[config.mk]
export PLATFORM = sky130hd
export DESIGN_NAME = irq_ctrl
export DESIGN_NICKNAME = d
export VERILOG_FILES = /design/src/rtl/irq_ctrl_pkg.sv /design/src/rtl/irq_debounce.sv /design/src/rtl/irq_ctrl.sv
export SDC_FILE = /design/constraint.sdc
export NUM_CORES = 1
export LEC_CHECK = 0
export ABC_AREA = 0
export CAP_MARGIN = 20
export CORE_MARGIN = 2
export CORE_UTILIZATION = 40
export CTS_CLUSTER_SIZE = 24
export DETAILED_ROUTE_END_ITERATION = 8
export PLACE_DENSITY = 0.72
export RECOVER_POWER = 100
export SLEW_MARGIN = 20
export SYNTH_ARGS = -nofsm -noshare
export SYNTH_HDL_FRONTEND = slang
export SYNTH_HIERARCHICAL = 1
export SYNTH_SLANG_ARGS = --single-unit
[constraint.sdc]
create_clock -name clk -period 1.82 [get_ports clk]
set_input_delay 0.364 -clock clk [delete_from_list [all_inputs] [get_ports clk]]
set_output_delay 0.364 -clock clk [all_outputs]
set_load 0.02 [all_outputs]
[src/rtl/irq_ctrl_pkg.sv]
// Shared constants for the pushbutton interrupt controller.
// Latency: n/a (declarations only).
// Backpressure: n/a.
package irq_ctrl_pkg;

    // Register index, decoded from bus_addr[3:2]
    localparam logic [1:0] REG_STATUS  = 2'd0;
    localparam logic [1:0] REG_PENDING = 2'd1;
    localparam logic [1:0] REG_MASK    = 2'd2;
    localparam logic [1:0] REG_EDGECFG = 2'd3;

    // 10 ms of stable level at 25 MHz
    localparam int DEF_DEBOUNCE_CYCLES = 250000;
    localparam int DEF_CNT_W           = 18;

endpackage

[src/rtl/irq_debounce.sv]
// Single-bit 2-FF synchroniser followed by a counter debouncer.
// Latency: 2 + DEBOUNCE_CYCLES clk cycles from src change to stable change.
// Backpressure: none; free-running per clock.
//
// Ports:
//   clk     system clock
//   resetn  asynchronous active-low reset
//   src     raw asynchronous input level
//   stable  debounced, synchronised level
module irq_debounce #(
    parameter int DEBOUNCE_CYCLES = irq_ctrl_pkg::DEF_DEBOUNCE_CYCLES,
    parameter int CNT_W           = irq_ctrl_pkg::DEF_CNT_W
) (
    input  logic clk,
    input  logic resetn,
    input  logic src,
    output logic stable
);

    // Terminal count: the level must differ on DEBOUNCE_CYCLES consecutive
    // samples, counted 0 .. DEBOUNCE_CYCLES-1.
    localparam logic [CNT_W-1:0] CNT_LAST = CNT_W'(DEBOUNCE_CYCLES - 1);

    logic             sync_q1;
    logic             sync_q2;
    logic [CNT_W-1:0] cnt;

    always_ff @(posedge clk or negedge resetn) begin
        if (!resetn) begin
            sync_q1 <= 1'b0;
            sync_q2 <= 1'b0;
            stable  <= 1'b0;
            cnt     <= '0;
        end else begin
            sync_q1 <= src;
            sync_q2 <= sync_q1;
            if (sync_q2 == stable) begin
                // Any return to the accepted level restarts the count,
                // so short glitches never reach the output.
                cnt <= '0;
            end else if (cnt == CNT_LAST) begin
                stable <= sync_q2;
                cnt    <= '0;
            end else begin
                cnt <= cnt + CNT_W'(1);
            end
        end
    end

endmodule

[src/rtl/irq_ctrl.sv]
// Pushbutton interrupt controller: debounce, edge detect, sticky pending with mask, bus slave.
// Latency: src_in to irq = 3 + DEBOUNCE_CYCLES cycles; bus access completes 1 cycle after bus_sel.
// Backpressure: bus_ready pulses once per access; bus_sel held high re-arms every other cycle.
//
// Ports:
//   clk, resetn            system clock, asynchronous active-low reset
//   src_in[N_SRC]          raw button levels, active high
//   eoi[N_SRC]             one-cycle end-of-interrupt pulses from the CPU
//   irq[N_SRC]             registered level interrupts (pending & mask)
//   bus_sel/we/addr/wdata  peripheral bus request; addr[3:2] selects the register
//   bus_rdata/bus_ready    registered read data and one-cycle completion pulse
module irq_ctrl #(
    parameter int N_SRC           = 3,
    parameter int DEBOUNCE_CYCLES = irq_ctrl_pkg::DEF_DEBOUNCE_CYCLES,
    parameter int CNT_W           = irq_ctrl_pkg::DEF_CNT_W
) (
    input  logic             clk,
    input  logic             resetn,
    input  logic [N_SRC-1:0] src_in,
    input  logic [N_SRC-1:0] eoi,
    output logic [N_SRC-1:0] irq,
    input  logic             bus_sel,
    input  logic             bus_we,
    input  logic [3:0]       bus_addr,
    input  logic [31:0]      bus_wdata,
    output logic [31:0]      bus_rdata,
    output logic             bus_ready
);

    import irq_ctrl_pkg::*;

    logic [N_SRC-1:0] stable;
    logic [N_SRC-1:0] stable_d;
    logic [N_SRC-1:0] edge_cfg;
    logic [N_SRC-1:0] mask;
    logic [N_SRC-1:0] pending;

    // ------------------------------------------------------------------
    // Per-source synchroniser and debouncer
    // ------------------------------------------------------------------
    for (genvar i = 0; i < N_SRC; i++) begin : g_src
        irq_debounce #(
            .DEBOUNCE_CYCLES (DEBOUNCE_CYCLES),
            .CNT_W           (CNT_W)
        ) u_debounce (
            .clk    (clk),
            .resetn (resetn),
            .src    (src_in[i]),
            .stable (stable[i])
        );
    end

    // ------------------------------------------------------------------
    // Edge detection. Events come only from a change of stable, so
    // reprogramming edge_cfg on a steady input never fires.
    // ------------------------------------------------------------------
    logic [N_SRC-1:0] rise;
    logic [N_SRC-1:0] fall;
    logic [N_SRC-1:0] evt;

    assign rise = stable & ~stable_d;
    assign fall = ~stable & stable_d;
    assign evt  = (rise & ~edge_cfg) | (fall & edge_cfg);

    // ------------------------------------------------------------------
    // Bus decode. An access happens on the edge that raises bus_ready;
    // the cycle with bus_ready high never starts another one.
    // ------------------------------------------------------------------
    logic             access;
    logic [1:0]       reg_idx;
    logic             wr_pending;
    logic             wr_mask;
    logic             wr_edgecfg;
    logic [N_SRC-1:0] wdata_src;

    assign access    = bus_sel & ~bus_ready;
    assign reg_idx   = bus_addr[3:2];
    assign wdata_src = bus_wdata[N_SRC-1:0];

    always_comb begin
        wr_pending = 1'b0;
        wr_mask    = 1'b0;
        wr_edgecfg = 1'b0;
        if (access && bus_we) begin
            case (reg_idx)
                REG_PENDING: wr_pending = 1'b1;
                REG_MASK:    wr_mask    = 1'b1;
                REG_EDGECFG: wr_edgecfg = 1'b1;
                default:     ; // STATUS is read-only
            endcase
        end
    end

    // Read data is taken from the pre-access register values, so a
    // PENDING access returns what was pending before any W1C lands.
    logic [31:0] rd_val;

    always_comb begin
        rd_val = '0;
        case (reg_idx)
            REG_STATUS:  rd_val[N_SRC-1:0] = stable;
            REG_PENDING: rd_val[N_SRC-1:0] = pending;
            REG_MASK:    rd_val[N_SRC-1:0] = mask;
            REG_EDGECFG: rd_val[N_SRC-1:0] = edge_cfg;
            default:     rd_val = '0;
        endcase
    end

    // ------------------------------------------------------------------
    // Pending and mask next-state. A new event wins over a clear landing
    // in the same cycle so an edge is never lost.
    // ------------------------------------------------------------------
    logic [N_SRC-1:0] clr;
    logic [N_SRC-1:0] pending_next;
    logic [N_SRC-1:0] mask_next;

    assign clr          = eoi | (wr_pending ? wdata_src : '0);
    assign pending_next = (pending & ~clr) | evt;
    assign mask_next    = wr_mask ? wdata_src : mask;

    always_ff @(posedge clk or negedge resetn) begin
        if (!resetn) begin
            stable_d  <= '0;
            pending   <= '0;
            mask      <= '0;
            edge_cfg  <= '0;
            irq       <= '0;
            bus_ready <= 1'b0;
            bus_rdata <= '0;
        end else begin
            stable_d <= stable;
            pending  <= pending_next;
            mask     <= mask_next;
            if (wr_edgecfg) begin
                edge_cfg <= wdata_src;
            end
            // Using the next-state values gives event-to-irq of one cycle
            // and lets an unmask show up together with bus_ready.
            irq       <= pending_next & mask_next;
            bus_ready <= access;
            bus_rdata <= access ? rd_val : '0;
        end
    end

    // Address byte-lane bits and write data above N_SRC carry no meaning here.
    logic unused_bus_bits;
    assign unused_bus_bits = ^{bus_addr[1:0], bus_wdata};

endmodule
* Yosys cells after proc, flatten, opt, wreduce, memory -nomap -nowiden
Index checks and enable logic that the tools add are counted.
** Storage, ports and cells
- Flip-flop bits (word level) :: 82
- Input port bits :: 46
- Output and inout port bits :: 36
- Word-level logic and storage cells :: 70
** Cells by class
- Add/sub/neg operators :: 3
- Eq/ne operators :: 9
- Mux-type cells :: 16
- Bitwise gates (word level) :: 18
- Reduce and logical (&&, ||, !) cells :: 5
** Operators by type and width (count)
- two-way mux 18 bit :: 6
- adder 18 x 1 -> 18 bit, second input constant :: 3
- equality test 18 bit, second input constant :: 3
- bitwise AND 3 bit :: 6
- NOT 3 bit :: 4
- one-hot mux 3 bit (4 select lines) :: 1
- two-way mux 3 bit :: 3
- OR 3 bit :: 3
- two-way mux 1 bit :: 6
- AND reduction 2 bit :: 3
- equality test 2 bit, second input constant :: 2
- NOT 1 bit :: 4
- equality test 1 bit :: 3
- equality test 2 x 1 -> 1 bit, second input constant :: 1
- logical NOT 2 bit :: 1
- bitwise AND 1 bit :: 1
- logical AND 1 bit :: 1

* Logic depth before layout (Yosys ltp)
Gate-level depths: netlist of the first run.
- Depth after elaboration :: 10
- Depth in mapped cells :: 5

* Cells and area by module
Netlist of the first run, hierarchy kept.
** Modules (own cells, without submodules)
- irq_debounce :: instances 3, cells each 99, area an instance 1029.7 um2, seq. area each 525.5 um2
- irq_ctrl :: instances 1, cells each 94, area an instance 1058.5 um2, seq. area each 475.5 um2

* Worst setup path before layout of the first run
Ideal clock, no wire load.
- Kind :: register to register
- Start point :: register g_src[0].u_debounce.cnt[0]
- End point :: register g_src[0].u_debounce.cnt[16]
- Arrival :: 1.693 ns
- Data required time :: 1.701 ns
- Path slack :: 0.008 ns
- Cell stages (with the launch flop) :: 6
- Buffers on the path :: 1
- Cells stage by stage :: dfrtp_1 ha_1 nand4_1 o41ai_4 buf_6 nor2_1
** Between the ends
- Longest elaborated chain between the ends :: 3
- Elaborated cells between the ends (all ways) :: 4
- Classes of those cells :: 1 x add/sub; 1 x eq/ne; 2 x mux
** RTL lines
- from (decl) :: line irq_debounce.sv:26 : logic [CNT_W-1:0] cnt;
- from (signal assigned) :: line irq_debounce.sv:45 : cnt <= cnt + CNT_W'(1);
- adder 18 x 1 -> 18 bit or equality test 18 bit (tied branches) :: line irq_debounce.sv:45, irq_debounce.sv:41
- two-way mux 18 bit (*) :: line irq_debounce.sv:41 : end else if (cnt == CNT_LAST) begin
- two-way mux 18 bit (*) :: line irq_debounce.sv:37 : if (sync_q2 == stable) begin
Mark *: on every way between the ends. The rest lies on a longest branch, timed or not.
A chain may end at the register's enable or synchronous reset.

* Worst setup path in the final report of the first run
- Start point :: register irq[0]
- End point :: output irq[0]
** RTL lines
- from (decl) :: line irq_ctrl.sv:21 : output logic [N_SRC-1:0] irq,
- from (signal assigned) :: line irq_ctrl.sv:139 : irq <= pending_next & mask_next;
No word-level cell between the ends.

==> flow_metrics.py, run 1 <==
metrics = {
    "outcome": {
        "status": "finished clean",
    },
    "clocking": {
        "clock-sinks": 82,
        "htree_levels": 3,
        "cts_tree": "yes",
        "clkTransAtPathRegs_ns": 0.08,
        "worstSkewPairLatency_ns": 0.35,
        "numCtsBuffers": 9,
        "cts_root_buf": "clkbuf_8",
        "clock_path_buffers": 2,
    },
    "detailed_routing": {
        "dr_total_vias": 2929,
        "drt_first_iter_violations": 92,
        "avgRoutedWirePerCell_um": 12.9,
        "route.detailed.drc": 0,
        "postRouteAntennaNets": 0,
        "dr.pass1.iters": 5,
        "postRouteWirelength_mm": 7.61,
        "via_per_inst": 4.96,
    },
    "worst_setup_path": {
        "cp.required_ns": 1.46,
        "cp-end-kind": "output pin",
        "path_buf_inv": 1,
        "max_stage_delay_ns": 0.65,
        "path_class": "register to output pin",
        "arrival_ns": 1.37,
        "crit_path_start_kind": "register",
        "crit_fanout": 1,
        "cp_top_family": "buffers and inverters",
        "crit_chain": "dlygate4sd3_1",
        "slowest_stage": "dlygate4sd3_1",
    },
    "sta": {
        "max_slew_margin_pct": 56.9,
        "setup_tns_ns": 0,
        "period_needed_ns": 1.73,
        "setup_slack_ns": 0.0866,
        "hold_violations": 0,
        "setup_viol": 0,
        "fmax_ghz": 0.577,
        "fin_skew_ns": 0.00822,
        "worstMarginPinSlew_ns": 0.647,
        "slew_viol_final": 0,
        "rsz0062_at_grt": "yes",
        "post-route-period-util_pct": 95.2,
    },
    "floorplan": {
        "io_pins": 82,
        "start_util_pct": 40.7,
        "row_count": 37,
        "chipWidth_um": 106,
        "core_area_mm2": 0.0102,
        "dieArea_mm2": 0.0112,
        "dieHeight_um": 106,
    },
    "logic_synthesis": {
        "synth_async_sr_flop_share_pct": 100,
        "synth_cell_types": 40,
        "synth-seq-cells": 82,
        "synth_cells": 391,
        "ys_warn_count": 6,
        "synth_area_per_cell_um2": 10.6,
        "synth_area_mm2": 0.00415,
        "synth_edf_count": 0,
        "seq_area_frac_synth_pct": 49.5,
        "synth-main-ff-cell": "dfrtp_1",
    },
    "cells_and_area": {
        "final_area_mm2": 0.00479,
        "nets": 499,
        "multi_input_area_mm2": 0.00189,
        "nFillCells": 956,
        "final_common_cell": "dfrtp_1",
        "drive_above_1_share_pct": 16.7,
        "final_cell_mix": "dfrtp_1 (81), nor2_1 (54), xnor2_1 (30), conb_1 (29), buf_4 (27)",
        "instances_no_fill": 591,
        "seqCellArea_mm2": 0.00205,
        "n_antenna_cell": 0,
        "final_core_utilization_pct": 47.1,
        "syn_to_final_growth_pct": 15.5,
    },
    "global_route": {
        "overflow": 0,
        "track_usage_pct": 15.1,
        "grt_pass1_vias": 2922,
        "grt_antenna_before_repair": 0,
        "grt_pass1_wl_mm": 13.6,
        "grt_max_degree": 33,
    },
    "placed_design": {
        "pre_cts_slack_ns": 0.0000411,
        "placement.io_buffers": 21,
        "place_inst": 572,
        "dpl_cell_area_mm2": 0.00461,
        "place_hpwl_mm": 5.51,
        "gp_congestion": 0.836,
    },
    "power_and_ir_drop": {
        "clkPwrFrac_pct": 35.4,
        "ir_drop_v": 0.000372,
        "swShare_pct": 25.4,
        "p_leak_nw": 2.08,
        "p_int_mw": 2.56,
        "power_frac_seq_pct": 56.3,
        "powerDensity_mw_per_mm2": 714,
        "p_comb_share_pct": 8.3,
        "power.switching_uw": 869,
    },
    "flow_run": {
        "maxCapViolations": 0,
    },
    "hold_path": {
        "hold_path.class": "register to register",
    },
}
-- cells in the mapped netlist, types with 4 or more instances --
cell type | instances | area, µm²
nor4_1 | 21 | 131
nand2b_1 | 4 | 25.0
xor2_1 | 15 | 131
xnor2_1 | 30 | 263
o21ai_0 | 9 | 45.0
nor2b_1 | 4 | 25.0
nor3_1 | 6 | 30.0
nand2_1 | 21 | 78.8
nand4_1 | 15 | 93.8
nor2_1 | 54 | 203
dfrtp_1 | 82 | 2050
inv_1 | 11 | 41.3
buf_4 | 29 | 218
buf_6 | 4 | 45.0
nand3_1 | 24 | 120
-- area by class of cell --
type | instances | share of cell area (%)
clock inverters | 4 | 0.548
inverters | 11 | 0.862
clock buffers | 12 | 3.24
repair buffers | 56 | 9.61
well taps | 136 | 3.55
flip-flops and latches | 82 | 42.8
multi-input cells | 290 | 39.3
-- cells by family after synthesis --
| logic type | Yosys count | share of synthesized area (%) |
|---|---|---|
| buffers and inverters | 47 | 7.60 |
| AOI/OAI and AO/OA | 24 | 5.43 |
| and+or+nand+nor | 180 | 23.7 |
| xor gates and xnor gates | 45 | 9.50 |
| other | 1 | 0.0904 |
| adders and majority gates | 3 | 0.905 |
| DFF | 82 | 49.5 |
| muxes | 9 | 3.35 |
-- worst paths after layout --
path | slack, ns | cells after the start | end | start
worst max-delay path | 0.09 | 1 | irq[0] | irq[0]$_DFF_PN0_
worst min-delay path | 0.35 | 0 | g_src[0].u_debounce/sync_q2$_DFF_PN0_ | g_src[0].u_debounce/sync_q1$_DFF_PN0_
worst max register to register | 0.09 | 3 | g_src[2].u_debounce/stable$_DFFE_PN0P_ | g_src[2].u_debounce/cnt[11]$_DFF_PN0_
worst min register to register | 0.35 | 0 | g_src[0].u_debounce/sync_q2$_DFF_PN0_ | g_src[0].u_debounce/sync_q1$_DFF_PN0_
max in group asynchronous | 0.31 | 3 | pending[2]$_DFF_PN0_ | resetn
min in group asynchronous | 0.57 | 2 | g_src[1].u_debounce/cnt[12]$_DFF_PN0_ | resetn
-- worst register-to-register path, delay by kind of cell, from the launching register on --
kind	cells	cell delay, ns
multiplexers	1	0.36
flip-flops	1	0.42
AND/OR/NAND/NOR	2	0.84
-- what timing repair did --
action / 4_1_cts / 5_1_grt
hold buffers: 1 / 0
gates resized for setup: 0 / 4
endpoints found under the setup margin: 0 / 51
endpoints found under the hold margin: 24 / 0
setup buffers: 0 / 2
-- layer usage --
metal / routed length (µm) / part of all wire (%) / vias to the layer above / global-route usage (%)
li1: - / - / 1443 / -
met1: 3460 / 45 / 1405 / 19.1
met2: 3730 / 49 / 69 / 24.6
met3: 287 / 3.8 / 12 / 4.02
met4: 139 / 1.8 / 0 / 6.02
met5: 0 / 0 / - / 0
-- power groups by stage --
stage / Combinational, mW / Sequential (mW) / Clock [mW]
2_1_floorplan: 0.212 / 1.96 / 0
3_3_place_gp: 0.290 / 1.96 / 0
3_5_place_dp: 0.298 / 1.96 / 0
4_1_cts: 0.302 / 1.93 / 1.26
5_1_grt: 0.321 / 1.94 / 1.35
6_report: 0.285 / 1.93 / 1.21
-- flip-flops by register name, summed over array words and instances (netlist names) --
name / cells
g_src.u_debounce/cnt: 54
bus_rdata: 3
edge_cfg: 3
g_src.u_debounce/stable: 3
g_src.u_debounce/sync_q1: 3
g_src.u_debounce/sync_q2: 3
irq: 3
mask: 3
pending: 3
stable_d: 3
bus_ready: 1
-- stage by stage --
stage,power [mW],hold WS [ns]
after global placement,2.25,0.298
after detailed placement,2.26,0.301
final,3.42,0.353
after floorplan,2.17,0.0684
after CTS,3.48,0.356
after global routing,3.60,0.378
(Power assumes the default switching activity.)
==> run 2: changes to the inputs <==
--- a/config.mk
+++ b/config.mk
@@ -11,7 +11,7 @@
 export CORE_UTILIZATION = 40
 export CTS_CLUSTER_SIZE = 24
 export DETAILED_ROUTE_END_ITERATION = 8
-export PLACE_DENSITY = 0.72
+export PLACE_DENSITY = 0.78
 export RECOVER_POWER = 100
 export SLEW_MARGIN = 20
 export SYNTH_ARGS = -nofsm -noshare
==> run 2 against run 1 <==
  * Setup slack got worse by 0.025 ns
  * Flip-flop and latch count did not move
  * Die area did not move
  * Count of clock-buffer cells in the layout did not move
  * Via count rose by 0.17%
  * Utilization rose by 0.12 points
  * Sequential power barely moved
  * Register-to-register slack got worse by 0.03 ns
  * Worst hold slack got worse by 0.0020 ns
  * Clock power rose by 6%
  * Global-route usage fell by 0.58 points
  * Wire length fell by 2.0%
==> flow_metrics.py, run 2 (same netlist as run 1, synthesis figures left out) <==
metrics = {
    "outcome": {
        "status": "finished clean",
    },
    "floorplan": {
        "start_util_pct": 40.7,
        "chipWidth_um": 106,
        "io_pins": 82,
        "row_count": 37,
        "core_area_mm2": 0.0102,
        "dieArea_mm2": 0.0112,
        "dieHeight_um": 106,
    },
    "cells_and_area": {
        "final_area_mm2": 0.00480,
        "nets": 496,
        "final_common_cell": "dfrtp_1",
        "multi_input_area_mm2": 0.00190,
        "top_register": "g_src.u_debounce/cnt",
        "final_cell_mix": "dfrtp_1 (82), nor2_1 (54), xnor2_1 (30), conb_1 (29), nand3_1 (24)",
        "n_antenna_cell": 0,
        "syn_to_final_growth_pct": 15.8,
        "seqCellArea_mm2": 0.00205,
        "drive_above_1_share_pct": 16.2,
        "nFillCells": 928,
        "largest_register_ff_count": 54,
    },
    "hold_path": {
        "hold_path.class": "register to register",
        "worstHoldStart": "g_src[1].u_debounce/sync_q1$_DFF_PN0_",
        "whs_path_depth": 0,
    },
    "clocking": {
        "htree_levels": 3,
        "worstSkewPairLatency_ns": 0.34,
        "clkTransAtPathRegs_ns": 0.08,
        "clock_path_buffers": 2,
        "cts_root_buf": "clkbuf_8",
        "numCtsBuffers": 9,
        "post_cts_buffers": 0,
        "cts_tree": "yes",
        "clock-sinks": 82,
    },
    "sta": {
        "period_needed_ns": 1.76,
        "worstMarginPinSlew_ns": 0.642,
        "fin_skew_ns": 0.0113,
        "slew_viol_final": 0,
        "post-route-period-util_pct": 96.6,
        "setup_tns_ns": 0,
        "fmax_ghz": 0.569,
        "max_slew_margin_pct": 57.2,
        "hold_violations": 0,
        "rsz0062_at_grt": "no",
        "setup_viol": 0,
    },
    "power_and_ir_drop": {
        "ir_drop_v": 0.000342,
        "p_leak_nw": 2.08,
        "powerDensity_mw_per_mm2": 726,
    },
    "flow_run": {
        "maxCapViolations": 0,
    },
    "worst_setup_path": {
        "cp-end-kind": "register",
        "crit_path_start_kind": "register",
        "rr_worst_depth": 4,
        "arrival_ns": 1.99,
        "rr_startpoint": "g_src[2].u_debounce/cnt[11]$_DFF_PN0_",
        "crit_fanout": 6,
        "cp.required_ns": 2.05,
        "crit_path_start": "g_src[2].u_debounce/cnt[11]$_DFF_PN0_",
        "path_class": "register to register",
    },
    "detailed_routing": {
        "postRouteAntennaNets": 0,
        "postRouteWirelength_mm": 7.46,
        "drt_first_iter_violations": 158,
        "dr_total_vias": 2934,
        "route.detailed.drc": 0,
        "avgRoutedWirePerCell_um": 12.7,
        "dr.pass1.iters": 4,
        "via_per_inst": 4.99,
    },
    "placed_design": {
        "place_hpwl_mm": 5.49,
        "placement.io_buffers": 21,
        "gp_congestion": 0.850,
        "dpl_cell_area_mm2": 0.00460,
    },
    "global_route": {
        "grt_pass1_vias": 2904,
        "overflow": 0,
        "grt_pass1_wl_mm": 13.0,
        "track_usage_pct": 14.5,
        "grt_max_degree": 34,
        "grt_antenna_before_repair": 0,
    },
}
[run 2: routing by layer]
metal  global-route usage (%)  vias to the layer above  part of all wire (%)
met4                     6.02                        0                   1.6
li1                         -                     1434                     -
met3                     3.71                       10                   3.3
met5                        0                        -                     0
met1                     17.7                     1440                    44
met2                     24.4                       50                    51
[run 2: report_power, final]
group / internal (mW) / switching [mW]
sequential: 1.88 / 0.0498
combinational: 0.103 / 0.175
clock: 0.673 / 0.608
total: 2.66 / 0.833
[run 2: path summary, 6_finish.rpt]
kind | endpoint | slack [ns]
setup reg to reg | g_src[2].u_debounce/cnt[13]$_DFF_PN0_ | 0.06
min in group asynchronous | g_src[1].u_debounce/sync_q1$_DFF_PN0_ | 0.58
hold / removal | g_src[1].u_debounce/sync_q2$_DFF_PN0_ | 0.35
max in group asynchronous | stable_d[2]$_DFF_PN0_ | 0.30
hold reg to reg | g_src[1].u_debounce/sync_q2$_DFF_PN0_ | 0.35
setup / recovery | g_src[2].u_debounce/cnt[13]$_DFF_PN0_ | 0.06
[run 2: critical path, stage by stage, from the launching register on]
cell and delay, ns:
dfrtp_1 0.42, or4_4 0.58, o41ai_4 0.34, clkbuf_2 0.24
nor2_1 0.07
[run 2: area by class of cell]
cell class / count / share of cell area, %
Clock buffer: 12 / 3.02
Multi-Input combinational cell: 290 / 39.6
Clock inverter: 4 / 1.07
Tap cell: 136 / 3.54
Inverter: 11 / 0.859
Sequential cell: 82 / 42.7
Timing Repair Buffer: 53 / 9.17
[run 2: what timing repair did]
| action | in CTS | in global routing |
|---|---|---|
| gates resized for setup | 0 | 6 |
| endpoints found under the hold margin | 24 | 0 |
| endpoints found under the setup margin | 0 | 17 |
| hold buffers | 1 | 0 |
[run 2: metrics by stage]
| step | instances | power, mW | setup WS [ns] | hold WS, ns | util, % |
|---|---|---|---|---|---|
| detailed placement | 571 | 2.25 | 0.0117 | 0.296 | 45.2 |
| floorplan | 419 | 2.17 | 0.00819 | 0.0684 | - |
| global placement | 571 | 2.24 | 0.00229 | 0.292 | 45.2 |
| finish | 588 | 3.49 | 0.0615 | 0.351 | 47.2 |
| global route | 588 | 3.66 | 0.00385 | 0.367 | 47.2 |
| CTS | 588 | 3.55 | 0.0420 | 0.354 | 47.2 |
